`config.mk`:
```
export PLATFORM = sky130hd
export DESIGN_NAME = instr_fetch_sequencer
export DESIGN_NICKNAME = d
export VERILOG_FILES = /design/src/rtl/fetch_pkg.sv /design/src/rtl/fetch_wait_timer.sv /design/src/rtl/instr_fetch_sequencer.sv
export SDC_FILE = /design/constraint.sdc
export NUM_CORES = 1
export LEC_CHECK = 0
export CAP_MARGIN = 0
export CORE_UTILIZATION = 52
export DETAILED_ROUTE_END_ITERATION = 8
export MAX_ROUTING_LAYER = met4
export PLACE_DENSITY_LB_ADDON = 0.3
export SLEW_MARGIN = 20
export SYNTH_ARGS = -nofsm -noshare
export SYNTH_HDL_FRONTEND = slang
export SYNTH_SLANG_ARGS = --single-unit
```
`constraint.sdc`:
```
create_clock -name CLK -period 6.7 [get_ports CLK]
set_input_delay 0.67 -clock CLK [delete_from_list [all_inputs] [get_ports CLK]]
set_output_delay 0.67 -clock CLK [all_outputs]
set_load 0.02 [all_outputs]
```
`src/rtl/fetch_pkg.sv`:
```
// rtl/fetch_pkg.sv - shared widths and state encoding for the instruction fetch sequencer
package fetch_pkg;

  localparam int ADDR_W      = 64;
  localparam int INSTR_W     = 32;
  localparam int INSTR_BYTES = 4;

  localparam logic [ADDR_W-1:0] PC_STEP = ADDR_W'(INSTR_BYTES);

  typedef enum logic [2:0] {
    IDLE  = 3'd0,
    ADDR  = 3'd1,
    WAIT  = 3'd2,
    VALID = 3'd3,
    HALT  = 3'd4
  } fetch_state_e;

endpackage

```
`src/rtl/fetch_wait_timer.sv`:
```
// rtl/fetch_wait_timer.sv - 4-bit load/decrement counter timing instruction memory settle
module fetch_wait_timer (
  input  logic       clk_i,
  input  logic       rst_i,
  input  logic       load_i,
  input  logic [3:0] load_val_i,
  input  logic       dec_i,
  output logic       zero_o
);

  logic [3:0] cnt_q, cnt_d;

  always_comb begin
    cnt_d = cnt_q;
    if (load_i) begin
      cnt_d = load_val_i;
    end else if (dec_i && (cnt_q != 4'd0)) begin
      cnt_d = cnt_q - 4'd1;
    end
  end

  always_ff @(posedge clk_i) begin
    if (rst_i) begin
      cnt_q <= 4'd0;
    end else begin
      cnt_q <= cnt_d;
    end
  end

  assign zero_o = (cnt_q == 4'd0);

endmodule

```
`src/rtl/instr_fetch_sequencer.sv`:
```
// rtl/instr_fetch_sequencer.sv - PC owner and fetch controller for a fixed-delay instruction memory
module instr_fetch_sequencer
  import fetch_pkg::*;
#(
  parameter logic [ADDR_W-1:0] RESET_PC = 64'h0,
  parameter int unsigned       RD_WAIT  = 2,
  parameter logic [ADDR_W-1:0] PC_LIMIT = 64'h58
) (
  input  logic               CLK,
  input  logic               Reset,
  input  logic               start,
  output logic [ADDR_W-1:0]  imem_addr,
  input  logic [INSTR_W-1:0] imem_data,
  output logic [INSTR_W-1:0] inst_out,
  output logic [ADDR_W-1:0]  pc_out,
  output logic               inst_valid,
  input  logic               inst_ready,
  input  logic               redirect_valid,
  input  logic [ADDR_W-1:0]  redirect_pc,
  output logic               halted,
  output logic               fault,
  output logic [15:0]        fetch_count
);

  localparam logic [3:0] WAIT_LOAD = 4'(RD_WAIT - 1);

  fetch_state_e       state_q, state_d;
  logic [ADDR_W-1:0]  pc_q, pc_d;
  logic [ADDR_W-1:0]  addr_q, addr_d;
  logic [INSTR_W-1:0] inst_q, inst_d;
  logic [ADDR_W-1:0]  pc_out_q, pc_out_d;
  logic               valid_q, valid_d;
  logic               halted_q, halted_d;
  logic               fault_q, fault_d;
  logic [15:0]        count_q, count_d;

  logic               timer_load, timer_dec, timer_zero;
  logic               handshake, running;
  logic [ADDR_W-1:0]  seq_pc;

  fetch_wait_timer u_wait_timer (
    .clk_i      (CLK),
    .rst_i      (Reset),
    .load_i     (timer_load),
    .load_val_i (WAIT_LOAD),
    .dec_i      (timer_dec),
    .zero_o     (timer_zero)
  );

  always_comb begin
    state_d    = state_q;
    pc_d       = pc_q;
    addr_d     = addr_q;
    inst_d     = inst_q;
    pc_out_d   = pc_out_q;
    valid_d    = valid_q;
    halted_d   = halted_q;
    fault_d    = fault_q;
    count_d    = count_q;
    timer_load = 1'b0;
    timer_dec  = 1'b0;
    seq_pc     = pc_q + PC_STEP;
    handshake  = (state_q == VALID) && valid_q && inst_ready;
    running    = (state_q == ADDR) || (state_q == WAIT) || (state_q == VALID);

    case (state_q)
      IDLE: begin
        if (start) begin
          state_d = ADDR;
        end
      end
      ADDR: begin
        timer_load = 1'b1;
        state_d    = WAIT;
      end
      WAIT: begin
        if (timer_zero) begin
          inst_d   = imem_data;
          pc_out_d = pc_q;
          valid_d  = 1'b1;
          state_d  = VALID;
        end else begin
          timer_dec = 1'b1;
        end
      end
      VALID: begin
        if (handshake) begin
          valid_d = 1'b0;
          count_d = count_q + 16'd1;
          if (seq_pc > PC_LIMIT) begin
            halted_d = 1'b1;
            state_d  = HALT;
          end else begin
            pc_d    = seq_pc;
            addr_d  = seq_pc;
            state_d = ADDR;
          end
        end
      end
      HALT: begin
        halted_d = 1'b1;
        valid_d  = 1'b0;
      end
      default: begin
        state_d = IDLE;
      end
    endcase

    // Redirect wins over the sequential path and abandons any capture this cycle;
    // a handshake in the same cycle has already been counted above.
    if (redirect_valid && running) begin
      valid_d   = 1'b0;
      inst_d    = inst_q;
      pc_out_d  = pc_out_q;
      timer_dec = 1'b0;
      if (redirect_pc[1:0] != 2'b00) begin
        fault_d  = 1'b1;
        halted_d = 1'b1;
        pc_d     = pc_q;
        addr_d   = addr_q;
        state_d  = HALT;
      end else begin
        halted_d = halted_q;
        pc_d     = redirect_pc;
        addr_d   = redirect_pc;
        state_d  = ADDR;
      end
    end
  end

  always_ff @(posedge CLK) begin
    if (Reset) begin
      state_q  <= IDLE;
      pc_q     <= RESET_PC;
      addr_q   <= RESET_PC;
      inst_q   <= '0;
      pc_out_q <= '0;
      valid_q  <= 1'b0;
      halted_q <= 1'b0;
      fault_q  <= 1'b0;
      count_q  <= '0;
    end else begin
      state_q  <= state_d;
      pc_q     <= pc_d;
      addr_q   <= addr_d;
      inst_q   <= inst_d;
      pc_out_q <= pc_out_d;
      valid_q  <= valid_d;
      halted_q <= halted_d;
      fault_q  <= fault_d;
      count_q  <= count_d;
    end
  end

  assign imem_addr   = addr_q;
  assign inst_out    = inst_q;
  assign pc_out      = pc_out_q;
  assign inst_valid  = valid_q;
  assign halted      = halted_q;
  assign fault       = fault_q;
  assign fetch_count = count_q;

endmodule
```
### Word level (Yosys, flattened, before mapping)

Index checks and enable logic that the tools add are counted.

| cells by class | value |
|---|---|
| add/sub/neg operators | 3 |
| $lt $le $gt $ge | 1 |
| equal/unequal tests | 14 |
| multiplexer cells | 26 |
| bitwise logic cells | 1 |
| reductions and logical operators | 24 |

Operator list:

| operator | number |
|---|---|
| $mux W64 | 5 |
| $add A64 B3 Y64 const B | 1 |
| $gt A64 B7 Y1 const B | 1 |
| $mux W3 | 6 |
| $add A16 B1 Y16 const B | 1 |
| $pmux W3 S5 | 1 |
| $mux W1 | 12 |
| $reduce_and A4 Y1 | 3 |
| $ne A2 B2 Y1 const B | 4 |
| $reduce_bool A2 Y1 | 4 |
| $eq A3 B2 Y1 const B | 2 |
| $ne A3 B2 Y1 const B | 2 |
| $reduce_and A3 Y1 | 2 |
| $reduce_bool A3 Y1 | 2 |
| $logic_and A1 B1 Y1 | 4 |
| $logic_not A4 Y1 | 1 |
| $ne A2 B1 Y1 const B | 2 |
| $reduce_and A2 Y1 | 2 |
| $reduce_bool A4 Y1 | 1 |
| $reduce_or A2 Y1 | 2 |
| $sub A4 B1 Y4 const B | 1 |
| $eq A3 B1 Y1 const B | 1 |
| $eq A3 B3 Y1 const B | 1 |
| $logic_not A3 Y1 | 1 |
| 6 further kinds | 7 |

| word-level totals | value |
|---|---|
| flip-flop bits (word level) | 186 |
| bits of input ports | 101 |
| logic and storage cells | 79 |

### Depth between registers and ports, before layout

Gate-level depths: netlist (run 1).

| depth | value |
|---|---|
| depth after elaboration | 8 |
| mapped depth | 14 |
| mapped depth without buffers | 11 |

### Modules after synthesis

From an unflattened synthesis (run 1), not the netlist that was laid out.

| second synthesis, totals | value |
|---|---|
| cells, all modules | 1226 |
| area, all modules | 9755.6 um^2 |

By module, submodules not included:

| module | times used | cells an instance | area an instance (um^2) | seq. area each (um^2) |
|---|---|---|---|---|
| instr_fetch_sequencer | 1 | 1197 | 9492.9 | 3643.5 |
| fetch_wait_timer | 1 | 29 | 262.8 | 80.1 |

### Worst setup path after synthesis (run 1)

Ideal clock, no wire load.

| timing | value |
|---|---|
| kind | reg2reg |
| start | register imem_addr[2] (netlist name) |
| end | register addr_q[47], in the netlist imem_addr[47] |
| library setup time | 0.117 ns |
| arrival | 3.918 ns |
| required time | 6.583 ns |
| slack | 2.665 ns |
| stages on the path, launching flop included | 13 |
| buffers on the path | 1 |
| period minus slack after synthesis | 4.035 ns |
| path through | dfxtp_1 > ha_1 > nand3_1 > or4_2 > nor3_1 > xor2_1 > or4_1 > nor4_1 > nand4_1 > o21ai_2 > a21oi_1 > buf_2 > a22o_1 |

RTL lines:

| what | line | text |
|---|---|---|
| end signal: assignment | instr_fetch_sequencer.sv:145 | `addr_q <= addr_d;` |
| end: declaration | instr_fetch_sequencer.sv:29 | `logic [ADDR_W-1:0] addr_q, addr_d;` |

==> flow_summary.json, run 1 <==
{
  "synth_edf_count": 0,
  "via_per_inst": 6.05,
  "row_count": 48,
  "syn_avg_cell_area_um2": 7.74,
  "max-cap-violations": 0,
  "synth_nets": 1322,
  "dp_hpwl_mm": 22.2,
  "power.density_nw_per_um2": 195,
  "irDropWorstVdd_mv": 0.178,
  "async_flop_share": 0,
  "layout_commonest_cell": "clkdlybuf4s50_1",
  "status": "completed",
  "power_frac_clock": 0.426,
  "slowest_stage": "a2111oi_0",
  "synth.top_cells.by_area": "dfxtp_1 40%, nand2_1 11%, a21oi_1 8.1%, o2bb2ai_1 3.4%, xor2_1 3.3%",
  "dieHeight_um": 137,
  "seqPwrFrac": 0.465,
  "core_um2": 17500,
  "drc": 0,
  "clock_skew_ns": 0.0133,
  "p_switching_uw": 701,
  "wl_mm": 32.0,
  "antenna_found_initial": 0,
  "use_met3": 0.0693,
  "hold_slack_ns": 0.456,
  "required_ns": 7.02,
  "seq_area_frac_synth": 0.395,
  "clk_pin_slew_ns": 0.08,
  "tightest_slew_ns": 1.08,
  "cp-start-kind": "register",
  "cts-root-buf": "clkbuf_16",
  "drt_iter0_drc": 1099,
  "finalCritPeriodShare": 0.812,
  "crit_type": "reg -> reg",
  "tns_ns": 0,
  "yosys_warnings": 0,
  "synth_cell_types": 76,
  "initial_utilization": 0.539,
  "io_pins": 280,
  "cts-buffers-inserted": 17,
  "drv_slew": 0,
  "slew_headroom": 0.278,
  "met1_usage": 0.452,
  "ys.flop_type": "dfxtp_1",
  "cp-end-kind": "register",
  "synthCells": 1217,
  "antennaDiodeCount": 0,
  "grt_first_pass_wirelength_mm": 48.9,
  "finalPower_uw": 2450,
  "p_leak_uw": 0.00405,
  "grt_overflow_total": 0,
  "worstSkewPairLatency_ns": 0.45,
  "dr.pass1.iters": 8,
  "wl_per_cell_um": 19.4,
  "hold_viol": 0,
  "critical_path.max_fanout": 21,
  "gp_congestion": 0.995,
  "fin_cells": 1653,
  "cts.path.max_buffers": 2,
  "vias": 9999,
  "cp_cell_sequence": "ha_1, nand3_1, or4_2, or4_1, xor2_1, nand2_1, a2111oi_0, nand4_1, o21ai_2, a21oi_2, buf_4, o2bb2ai_1",
  "p_comb_frac": 0.108,
  "timing.fmax_mhz": 184,
  "grt_max_degree": 97,
  "ctsResizeCount": 0,
  "synthesis.area_um2": 9420,
  "drtAntennaViolNets": 0,
  "switching_share": 0.286,
  "r2r_cells": 12,
  "area_growth_pct": 33.7,
  "gr-usage-met2": 0.539,
  "grtUsageTotal": 0.347,
  "final_cell_mix": "278 x clkdlybuf4s50_1, 274 x nand2_1, 186 x dfxtp_1",
  "port_buffers": 279,
  "setup_viol": 0,
  "ys_ff_latch": 186,
  "cts_tree": "done",
  "die_x_um": 137,
  "cts_num_sinks": 186,
  "grt_pass1_vias": 9159,
  "rsz0062_at_grt": "no",
  "hold_depth": 2,
  "drive_gt1_frac": 0.0532,
  "intPower_uw": 1750,
  "hold_path.class": "reg -> reg",
  "grt_busiest_layer": "met2",
  "cts_setup_buffers": 0,
  "max_stage_delay_ns": 0.76,
  "fin_nets": 1520,
  "dpl.cell_count": 1621,
  "worstPathArrival_ns": 5.76,
  "dieArea_um2": 18600,
  "layout_min_cycle_time_ns": 5.44,
  "yosys.area.top_type_share": 0.395,
  "holdBufCountCts": 0,
  "cts_max_level": 4,
  "yosys.area.top_type": "dfxtp_1"
}
-- cell usage after synthesis, types with 3 or more instances --
cell type	count
buf_1	4
and2_1	4
nor3b_1	4
or4_2	3
ha_1	4
a31oi_1	5
a22o_1	4
nand4_1	38
and4_2	3
buf_4	4
nor3_1	40
nand2b_1	7
buf_2	14
inv_1	13
or4_1	6
dfxtp_1	186
xor2_1	35
o21a_1	3
clkbuf_8	9
a2111oi_0	3
a22oi_1	6
o21ai_0	5
o31ai_1	5
xnor2_1	20
nor2_1	80
nor4_1	36
or3_1	5
and3_1	15
a211oi_1	7
clkbuf_1	71
mux2i_1	7
o311ai_0	3
nand2_1	275
a21oi_1	152
o2bb2ai_1	37
nand3_1	37
o211ai_1	7
and4_1	5
or2_2	7
-- power groups by stage --
stage	Sequential (uW)	Combinational [uW]	Clock (uW)
6_report	1140	266	1040
2_1_floorplan	1160	146	0
3_3_place_gp	1160	260	0
3_5_place_dp	1160	262	0
5_1_grt	1140	285	1090
4_1_cts	1140	264	1050
-- worst max-delay path: cells and delay by family, from the launching register on --
family	cells	cell delay (ns)
AND/OR/NAND/NOR	5	1.95
flip-flops	1	0.50
AO/OA/AOI/OAI	4	2.00
buffers and inverters	1	0.35
XOR/XNOR	1	0.17
adder cells (fa/ha/maj)	1	0.31
-- logic make-up after synthesis --
family	share of synthesized area
buffers and inverters	0.0652
DFF	0.395
muxes	0.00864
and+or+nand+nor	0.301
xor gates and xnor gates	0.0512
AOI/OAI and AO/OA	0.174
adders and majority gates	0.00532
-- flip-flops by register name, summed over array words and instances (netlist names) --
| signal | count |
|---|---|
| inst_out | 32 |
| fetch_count | 16 |
| halted | 1 |
| u_wait_timer.cnt_q | 4 |
| imem_addr | 64 |
| pc_out | 64 |
| fault | 1 |
| state_q | 3 |
| inst_valid | 1 |
-- final timing paths --
check	end	slack, ns	start
max	imem_addr[22]$_SDFFE_PP0P_	1.26	imem_addr[2]$_SDFFE_PP0P_
min	pc_out[1]$_SDFFE_PP0P_	0.46	pc_out[1]$_SDFFE_PP0P_
min reg2reg	pc_out[1]$_SDFFE_PP0P_	0.46	pc_out[1]$_SDFFE_PP0P_
max reg2reg	imem_addr[22]$_SDFFE_PP0P_	1.26	imem_addr[2]$_SDFFE_PP0P_
-- cell type report --
class | instances | area (um^2)
clock buffers | 18 | 439
multi-input cells | 912 | 5100
well taps | 225 | 282
flip-flops and latches | 186 | 3720
fillers | 1410 | 4890
repair buffers | 285 | 2840
inverters | 13 | 48.8
clock inverters | 14 | 166
-- stage by stage --
step,cell area (um^2),util,setup WS [ns]
after global placement,12000,0.686,1.62
after CTS,12600,0.720,1.46
final,12600,0.720,1.26
after floorplan,9420,-,2.66
after detailed placement,12000,0.686,1.52
after global routing,12600,0.720,1.02
-- metal layers --
layer / part of all wire / wire length (um)
met4: 0.021 / 678
met3: 0.089 / 2860
met5: 0 / 0
met2: 0.47 / 15000
met1: 0.42 / 13500
Power figures use the tool's default switching activity.
==> inputs of run 2 (changes only) <==
CORE_UTILIZATION = 43   (was 52)
clock period = 4.7 ns   (was 6.7 ns; I/O delays follow)
==> flow_summary.json, run 2 (same netlist as run 1, synthesis figures left out) <==
{
  "status": "completed",
  "crit_type": "reg -> reg",
  "finalPower_uw": 3450,
  "drv_slew": 0,
  "finalCritPeriodShare": 0.939,
  "timing.fmax_mhz": 227,
  "die_x_um": 150,
  "drc": 0,
  "cts_setup_buffers": 0,
  "tns_ns": 0,
  "cts-root-buf": "clkbuf_16",
  "drtAntennaViolNets": 0,
  "use_met3": 0.0570,
  "ctsResizeCount": 0,
  "slowest_stage": "or4_2",
  "final_cell_mix": "278 x clkdlybuf4s50_1, 274 x nand2_1, 186 x dfxtp_1",
  "port_buffers": 279,
  "hold_path.class": "reg -> reg",
  "irDropWorstVdd_mv": 0.201,
  "initial_utilization": 0.444,
  "path_buf_inv": 1,
  "grt_max_degree": 97,
  "dp_hpwl_mm": 23.8,
  "drt_iter0_drc": 619,
  "worstSkewPairLatency_ns": 0.44,
  "fill_cells": 1950,
  "cts_tree": "done",
  "grt_overflow_total": 0,
  "grt_pass1_vias": 9213,
  "fin_nets": 1550,
  "clk_pin_slew_ns": 0.08,
  "cts_num_sinks": 186,
  "io_pins": 280,
  "utilization": 0.606,
  "antenna_found_initial": 0,
  "critical_path.max_fanout": 14,
  "layout_commonest_cell": "clkdlybuf4s50_1",
  "gp_congestion": 0.995,
  "r2r-start": "imem_addr[7]$_SDFFE_PP0P_",
  "tightest_slew_ns": 1.07,
  "hold_viol": 0,
  "holdBufCountCts": 0,
  "max_stage_delay_ns": 0.73,
  "gr-usage-met2": 0.475,
  "required_ns": 5.01,
  "min_from": "pc_out[5]$_SDFFE_PP0P_",
  "cts-buffers-inserted": 17,
  "grt_busiest_layer": "met2",
  "layout_min_cycle_time_ns": 4.41,
  "cts_max_level": 4,
  "vias": 9945,
  "cp-end-kind": "register",
  "wl_per_cell_um": 19.2,
  "row_count": 53,
  "fin_cells": 1734,
  "wl_mm": 33.2,
  "met1_usage": 0.381,
  "dieHeight_um": 150,
  "cp-start-kind": "register",
  "via_per_inst": 5.74,
  "power.density_nw_per_um2": 268,
  "dpl.cell_count": 1701,
  "cts.path.max_buffers": 2,
  "clock_skew_ns": 0.0157,
  "dr.pass1.iters": 5,
  "setup_viol": 0,
  "drive_gt1_frac": 0.0720,
  "dieArea_um2": 22500,
  "cp_cell_sequence": "nand4_1, or4_2, or4_1, xor2_1, nand2_1, a2111oi_0, nand4_1, o21a_1, buf_4, a211oi_1, a211oi_1",
  "r2r_slack_ns": 0.29,
  "crit_family": "simple AND/OR/NAND/NOR gates",
  "grtUsageTotal": 0.299,
  "slew_headroom": 0.286,
  "crit_path_start": "imem_addr[7]$_SDFFE_PP0P_",
  "area_growth_pct": 36.7,
  "core_um2": 21200,
  "p_leak_uw": 0.00420,
  "worstPathArrival_ns": 4.73,
  "max-cap-violations": 0,
  "rsz0062_at_grt": "no",
  "grt_first_pass_wirelength_mm": 50.8
}
[run 2: path summary, 6_finish.rpt]
path | end | depth (start not counted)
max | imem_addr[3]$_SDFFE_PP0P_ | 11
min | pc_out[5]$_SDFFE_PP0P_ | 2
max reg2reg | imem_addr[3]$_SDFFE_PP0P_ | 11
min reg2reg | pc_out[5]$_SDFFE_PP0P_ | 2
[run 2: routing by layer]
layer	up-vias	wire length, um
met5	-	0
met4	0	701
met3	57	2420
met2	430	15600
met1	4710	14500
li1	4748	-
[run 2: worst min-delay path, delay by kind of cell (launching register included)]
kind             cells  cell delay, ns
AO/OA/AOI/OAI        1            0.05
flip-flops           1            0.31
AND/OR/NAND/NOR      1            0.05
[run 2: cell type report]
class	instances	area, um^2	share of cell area
multi-input cells	912	5100	0.397
flip-flops and latches	186	3720	0.289
repair buffers	315	3060	0.238
clock buffers	18	429	0.0333
well taps	275	344	0.0267
clock inverters	14	156	0.0122
inverters	13	48.8	0.00379
diodes	1	2.50	0.000194
[run 2: per-stage QoR]
stage	hold WS (ns)	cell area, um^2	setup slack, ns
final	0.454	12900	0.286
after global routing	0.474	12900	0.0141
after CTS	0.456	12900	0.330
after detailed placement	0.446	12300	0.361
after global placement	0.440	12300	0.609
after floorplan	0.480	9420	0.665
[run 2: power by group]
group | internal (uW) | leakage (uW) | switching (uW)
sequential | 1590 | 0.00150 | 28.6
clock | 713 | 0.000286 | 726
combinational | 164 | 0.00241 | 224
total | 2470 | 0.00420 | 978
==> inputs of run 3 (changes only) <==
CAP_MARGIN = 15   (was 0)
==> results of run 3 <==
The final DEF is identical to that of run 2; final timing and power are the same.
